`config.mk`:
```
export PLATFORM = sky130hd
export DESIGN_NAME = transmit_comm
export DESIGN_NICKNAME = d
export VERILOG_FILES = /design/src/rtl/transmit_comm.sv
export SDC_FILE = /design/constraint.sdc
export NUM_CORES = 1
export LEC_CHECK = 0
export BUFFER_PORTS_ARGS = -buffer_cell sky130_fd_sc_hd__buf_2
export CORE_MARGIN = 1.5
export CORE_UTILIZATION = 50
export DETAILED_ROUTE_END_ITERATION = 12
export PLACE_DENSITY = 0.79
export SLEW_MARGIN = 20
export SYNTH_ARGS = -nofsm -noshare
export SYNTH_HDL_FRONTEND = slang
export SYNTH_SLANG_ARGS = --single-unit
```
`constraint.sdc`:
```
create_clock -name clk -period 2 [get_ports clk]
set_clock_uncertainty 0.15 [all_clocks]
set_input_delay 0.4 -clock clk [delete_from_list [all_inputs] [get_ports clk]]
set_output_delay 0.4 -clock clk [all_outputs]
set_load 0.01 [all_outputs]
```
`src/rtl/transmit_comm.sv`:
```
// rtl/transmit_comm.sv - serial character transmitter: start bit, 8 data bits MSB first, stop bit
// Each frame bit is held for SAMPLES_PER_BIT clocks; serial_out is the MSB of the frame register.
module transmit_comm #(
  parameter int SAMPLES_PER_BIT = 16
) (
  input  logic       clk,
  input  logic       reset,
  input  logic [7:0] parallel_in,
  input  logic       load,
  output logic       serial_out,
  output logic       tx_busy,
  output logic       char_sent
);

  typedef enum logic [1:0] {IDLE, SEND, DONE} state_t;

  localparam logic [3:0] LP_BSC_LAST = 4'(SAMPLES_PER_BIT - 1);
  localparam logic [3:0] LP_BIC_LAST = 4'd9;

  state_t     r_state;
  logic [9:0] r_frame;
  logic [3:0] r_bsc;
  logic [3:0] r_bic;
  logic       r_busy;
  logic       r_sent;

  logic w_bit_end;
  assign w_bit_end = (r_bsc == LP_BSC_LAST);

  always_ff @(posedge clk) begin
    if (!reset) begin
      r_state <= IDLE;
      r_frame <= '1;
      r_bsc   <= '0;
      r_bic   <= '0;
      r_busy  <= 1'b0;
      r_sent  <= 1'b0;
    end else begin
      case (r_state)
        IDLE, DONE: begin
          r_sent <= 1'b0;
          if (load) begin
            r_state <= SEND;
            r_frame <= {1'b0, parallel_in, 1'b1};
            r_bsc   <= '0;
            r_bic   <= '0;
            r_busy  <= 1'b1;
          end else begin
            r_state <= IDLE;
            r_frame <= '1;
            r_busy  <= 1'b0;
          end
        end
        SEND: begin
          if (w_bit_end) begin
            r_bsc <= '0;
            // Stop bit just finished: park the line high for the DONE cycle.
            if (r_bic == LP_BIC_LAST) begin
              r_state <= DONE;
              r_frame <= '1;
              r_busy  <= 1'b0;
              r_sent  <= 1'b1;
            end else begin
              r_bic   <= r_bic + 4'd1;
              r_frame <= {r_frame[8:0], 1'b1};
            end
          end else begin
            r_bsc <= r_bsc + 4'd1;
          end
        end
        default: begin
          r_state <= IDLE;
          r_frame <= '1;
          r_busy  <= 1'b0;
          r_sent  <= 1'b0;
        end
      endcase
    end
  end

  assign serial_out = r_frame[9];
  assign tx_busy    = r_busy;
  assign char_sent  = r_sent;

endmodule

```
==> out/metrics.csv, run 1 <==
metric;value;unit
global route total overflow;0;
Yosys warnings;0;
GRT Max-Usage Layer;met2;
Vias;802;
post-synthesis net count;119;
Final Cell Area;1040;um^2
die area;2150;um^2
Core Region;1750;um^2
H-Tree Depth;1;
root buf cell;clkbuf_4;
setup TNS;0;ps
commonest non-fill, non-tap cell in the layout;dfxtp_1;
number of max-slew violations in the final report;0;
met3 Usage GRT;4.31;%
GR Util met2;32.5;%
Async S/R FF share, synth;0;%
initial DRC count;9;
maximum VDD drop;0.403;mV
Critical Path RT;2020;ps
Clock power frac;26.2;%
P_int;0.552;mW
initial antenna violation count;0;
layout cells sized above 1;19.5;%
FF+latch count, synth;21;
worst hold margin;172;ps
nets@finish;133;
Core Rows;15;
clock-pin slew on the worst setup and hold paths;110;ps
number of iterations in the first detailed-routing pass;4;
vias in the first global route;691;
CTS buffer count;3;
PD cells;719;nW/um^2
RSZ-0062 raised after global routing;false;
kind of critical path;reg -> reg;
worst-path fanout max;8;
Mapped Cells;105;
CP arrival;1620;ps
Hold Violations, Final;0;
Setup Fix Bufs, Post-CTS;0;
vias per cell;5.61;
Hold Buf Count CTS;0;
Netlist cell types;29;
post-synthesis sequential area ratio;44.8;%
Pleak;0.391;nW
Tot GR Track Use;19.8;%
Routed Antenna Nets;0;
CTS tree;yes;
Comb pwr share;12.8;%
final setup vio count;0;
pre-CTS setup slack;429;ps
first-pass GRT wire length;3040;um
ys flop type;dfxtp_1;
area delta synth->final;10.5;%
Area after DPL;1010;um^2
CTS sink count;21;
GRT met1 Usage;25.8;%
IO Pins;14;
Max Root-Sink Buffers;2;
Final Worst Setup Slack;399;ps
diode count;0;
Worst-Skew Late Latency;290;ps
drt total wl;1860;um
number of enable flip-flop cells after synthesis;0;
total of max-cap violations;0;
Reg power frac;61.0;%
Worst Tran Pin Value;497;ps
pin count of the biggest net entering global routing;14;
worst hold path type;in -> reg;
DRC;0;
Net Sw Frac;26.0;%
Psw;0.194;mW
Slew HR;66.9;%
commonest non-fill, non-tap cells in the layout;dfxtp_1 (21), nand3_1 (15), nand2_1 (13), buf_2 (13), o221ai_1 (8);
Die Ht;46.3;um
post-route clock period utilization;80.1;%
status;complete, no violations;
final core utilization;59.4;%
initial core utilization;53.8;%
DIE WIDTH;46.3;um
critical path capture point type;flop;
fmax;0.625;GHz
GPL Wtd Cong;0.794;
min Tclk post-route;1600;ps
IO buf count;13;
Worst setup SP type;flop;
post_cts resized;0;
HPWL after detailed placement;1380;um
Synth Cell Area;938;um^2
Avg Cell Area, Syn;8.94;um^2
DR WL/cell;13.0;um
==> Yosys cell counts (2+ instances only) <==
| cell | count | share of area, % |
|---|---|---|
| nand2_1 | 13 | 5.2 |
| nand2b_1 | 4 | 2.7 |
| o221ai_1 | 8 | 7.5 |
| and2_1 | 2 | 1.3 |
| buf_2 | 2 | 1.1 |
| nor2_1 | 3 | 1.2 |
| nor3_1 | 2 | 1.1 |
| dfxtp_1 | 21 | 45 |
| ha_1 | 3 | 4.0 |
| nand3_1 | 15 | 8.0 |
| nand3_2 | 2 | 2.1 |
| o21ai_0 | 3 | 1.6 |
| a21oi_1 | 6 | 3.2 |
| o31ai_1 | 2 | 1.6 |
| nand2_2 | 2 | 1.3 |
| inv_1 | 4 | 1.6 |
==> worst max-delay path: stages (launching register included) <==
cell	delay, ps
dfxtp_1	390
inv_1	60
ha_1	230
nand3b_1	180
nand2_2	140
o221ai_1	250
nand3_1	100
==> final cells by class <==
| class | count | area (um^2) |
|---|---|---|
| fill | 158 | 708 |
| multi-input combinational | 76 | 478 |
| sequential | 21 | 420 |
| timing repair buffer | 13 | 65.1 |
| tap | 25 | 31.3 |
| clock buffer | 3 | 22.5 |
| inverter | 4 | 15.0 |
| clock inverter | 1 | 5.00 |
==> worst paths after layout <==
check / endpoint / slack [ps] / cells past startpoint / start
setup / recovery: r_frame[7] / 400 / 6 / r_bic[1]
hold / removal: r_frame[1] / 170 / 3 / parallel_in[0]
hold reg to reg: char_sent / 310 / 2 / char_sent
setup reg to reg: r_frame[7] / 400 / 6 / r_bic[1]
==> power groups by stage <==
stage,sequential [mW],clock (mW),combinational [mW]
after floorplan,0.462,0,0.0731
after global placement,0.463,0,0.0922
after detailed placement,0.464,0,0.0951
after CTS,0.455,0.202,0.0955
after global routing,0.458,0.220,0.108
final,0.455,0.196,0.0953
==> state kept, by name (all words and copies together), names as in the netlist <==
| name | count |
|---|---|
| r_frame | 9 |
| r_bic | 4 |
| r_bsc | 4 |
| r_state | 2 |
| char_sent | 1 |
| tx_busy | 1 |
==> per-layer routing <==
layer / wire length [um] / up-vias
li1: - / 413
met2: 896 / 19
met1: 882 / 368
met3: 66 / 2
met4: 14 / 0
met5: 0 / -
==> stage by stage <==
stage | instances | power (mW)
after detailed placement | 139 | 0.559
after floorplan | 105 | 0.535
after CTS | 143 | 0.753
after global placement | 139 | 0.555
final | 143 | 0.746
after global routing | 143 | 0.786
==> logic make-up (layout without fill, tap and decap cells) <==
family | after synthesis | after routing | share of synthesized area (%)
fa+ha+maj | 3 | 3 | 4.00
compound gates | 26 | 26 | 20.7
simple gates | 46 | 46 | 25.2
flops | 21 | 21 | 44.8
mux | 1 | 1 | 1.07
buf+inv | 8 | 21 | 4.27
Power figures use the tool's default switching activity.
==> inputs of run 2 (changes only) <==
clock period = 1.63 ns   (was 2 ns; I/O delays follow)
==> out/metrics.csv, run 2 (synthesis results as in run 1) <==
metric;value;unit;change
initial antenna violation count;0;;unchanged
fillers;161;;was 158
worst r2r path cells;5;;was 6
Comb pwr share;12.9;%;was 12.8%
Routed Antenna Nets;0;;unchanged
Pwr Total;0.935;mW;was 0.746 mW
number of max-slew violations in the final report;0;;unchanged
Core Region;1750;um^2;unchanged
Clock power frac;27.2;%;was 26.2%
die area;2150;um^2;unchanged
Hold Violations, Final;0;;unchanged
biggest regs;r_frame (9), r_bic (4), r_bsc (4);;unchanged
CTS buffer count;3;;unchanged
Core Rows;15;;unchanged
Slew HR;67.4;%;was 66.9%
initial DRC count;20;;was 9
Hold Buf Count CTS;0;;unchanged
CP arrival;1560;ps;was 1620 ps
root buf cell;clkbuf_4;;unchanged
total of max-cap violations;0;;unchanged
worst hold path type;in -> reg;;unchanged
critical path capture point type;flop;;unchanged
IO Pins;14;;unchanged
DIE WIDTH;46.3;um;unchanged
R2R setup slack;120;ps;was 400 ps
number of iterations in the first detailed-routing pass;4;;unchanged
area delta synth->final;12.5;%;was 10.5%
commonest non-fill, non-tap cells in the layout;dfxtp_1 (18), nand3_1 (15), nand2_1 (13), buf_2 (13), o221ai_1 (8);;was dfxtp_1 (21), nand3_1 (15), nand2_1 (13), buf_2 (13), o221ai_1 (8)
Tot GR Track Use;21.1;%;was 19.8%
Pleak;0.393;nW;was 0.391 nW
global route total overflow;0;;unchanged
CTS tree;yes;;unchanged
Die Ht;46.3;um;unchanged
fmax;0.661;GHz;was 0.625 GHz
vias per cell;5.72;;was 5.61
Worst Tran Pin Value;489;ps;was 497 ps
RR Endpoint;r_frame[9];;was r_frame[7]
vias in the first global route;766;;was 691
Vias;823;;was 802
Worst-Skew Late Latency;300;ps;was 290 ps
Critical R2R Launch;r_bic[0];;was r_bic[1]
final setup vio count;0;;unchanged
GPL Wtd Cong;0.798;;was 0.794
Largest register FFs;9;;unchanged
nets@finish;134;;was 133
Net Sw Frac;26.8;%;was 26.0%
post-route clock period utilization;92.8;%;was 80.1%
PD cells;885;nW/um^2;was 719 nW/um^2
first-pass GRT wire length;3240;um;was 3040 um
HPWL after detailed placement;1380;um;about the same
layout cells sized above 1;23.5;%;was 19.5%
maximum VDD drop;0.614;mV;was 0.403 mV
Psw;0.250;mW;was 0.194 mW
diode count;0;;unchanged
status;complete, no violations;;unchanged
H-Tree Depth;1;;unchanged
worst hold margin;76.7;ps;was 172 ps
drt total wl;1920;um;was 1860 um
RSZ-0062 raised after global routing;true;;was false
Largest Register;r_frame;;unchanged
Critical Path RT;1680;ps;was 2020 ps
Worst setup SP type;flop;;unchanged
initial core utilization;53.8;%;unchanged
Max Root-Sink Buffers;2;;unchanged
min Tclk post-route;1510;ps;was 1600 ps
P_int;0.684;mW;was 0.552 mW
hold_sp;parallel_in[0];;unchanged
hold depth;3;;unchanged
DR WL/cell;13.4;um;was 13.0 um
Area after DPL;1020;um^2;was 1010 um^2
DRC;0;;unchanged
commonest non-fill, non-tap cell in the layout;dfxtp_1;;unchanged
CTS sink count;21;;unchanged
Final Cell Area;1060;um^2;was 1040 um^2
clock-pin slew on the worst setup and hold paths;120;ps;was 110 ps
hold endpoint;r_frame[1];;unchanged
kind of critical path;reg -> reg;;unchanged
worst-path fanout max;6;;was 8
Reg power frac;59.9;%;was 61.0%
pin count of the biggest net entering global routing;14;;unchanged
IO buf count;13;;unchanged
## run 2: cell count changes in the layout (fill, tap and decap cells not counted)
cell	previous run	this run
and2b_1	1	0
nand2_2	2	1
buf_4	0	1
nand2_4	0	1
ha_2	0	1
dfxtp_2	0	3
and2b_2	0	1
ha_1	3	2
clkbuf_1	0	1
dfxtp_1	21	18
clkinv_2	1	0
## run 2: how the worst max path moves through the flow
stage | depth (start not counted) | slack, ps | start | to
5_1_grt | 5 | -3 | r_bic[1] | r_bic[0]
3_3_place_gp | 5 | 90 | r_bsc[0] | r_bsc[0]
2_1_floorplan | 6 | 190 | r_bsc[0] | r_bsc[0]
3_5_place_dp | 4 | 20 | r_state[0] | r_frame[7]
6_report | 5 | 120 | r_bic[0] | r_frame[9]
4_1_cts | 5 | 40 | r_bsc[0] | r_bsc[0]
## run 2: stage by stage
| step | instances | utilization, % | setup TNS, ps | setup WS, ps |
|---|---|---|---|---|
| finish | 144 | 60.5 | 0 | 117 |
| detailed placement | 140 | 58.3 | 0 | 22.7 |
| floorplan | 105 | - | 0 | 190 |
| CTS | 144 | 59.9 | 0 | 42.0 |
| global route | 144 | 60.5 | -2.90 | -2.90 |
| global placement | 140 | 58.3 | 0 | 86.0 |
## run 2: final cells by class
cell class                      count  area, um^2  area share [%]
Tap cell                           25        31.3            2.96
Clock buffer                        4        26.3            2.49
Sequential cell                    21         424            40.2
Multi-Input combinational cell     76         487            46.1
Inverter                            4        15.0            1.42
Timing Repair Buffer               14        72.6            6.87
## run 2: power groups by stage
stage / Combinational (mW) / Sequential [mW] / Clock (mW)
floorplan: 0.0897 / 0.567 / 0
global placement: 0.113 / 0.568 / 0
detailed placement: 0.118 / 0.570 / 0
CTS: 0.120 / 0.558 / 0.252
global route: 0.136 / 0.562 / 0.277
finish: 0.121 / 0.559 / 0.254
## run 2: critical path: stages (launching register included)
cell and delay (ps):
dfxtp_2 370, ha_1 240, nand3b_1 200, nand3_2 180
o221ai_1 210, nand2_1 70
## run 2: repair_timing
action / CTS / global route
setup buffers: 0 / 0
pin swaps: 0 / 1
resized for setup: 1 / 5
endpoints found under the setup margin: 1 / 11
## run 2: metal layers
layer  GRT usage, %  vias to the layer above  routed length [um]  part of all wire, %
met5              0                        -                   0                    0
met4           10.3                        0                  27                  1.4
met3           5.10                        4                  84                  4.4
met2           32.5                       19                 904                   47
met1           27.5                      384                 907                   47
li1               -                      416                   -                    -
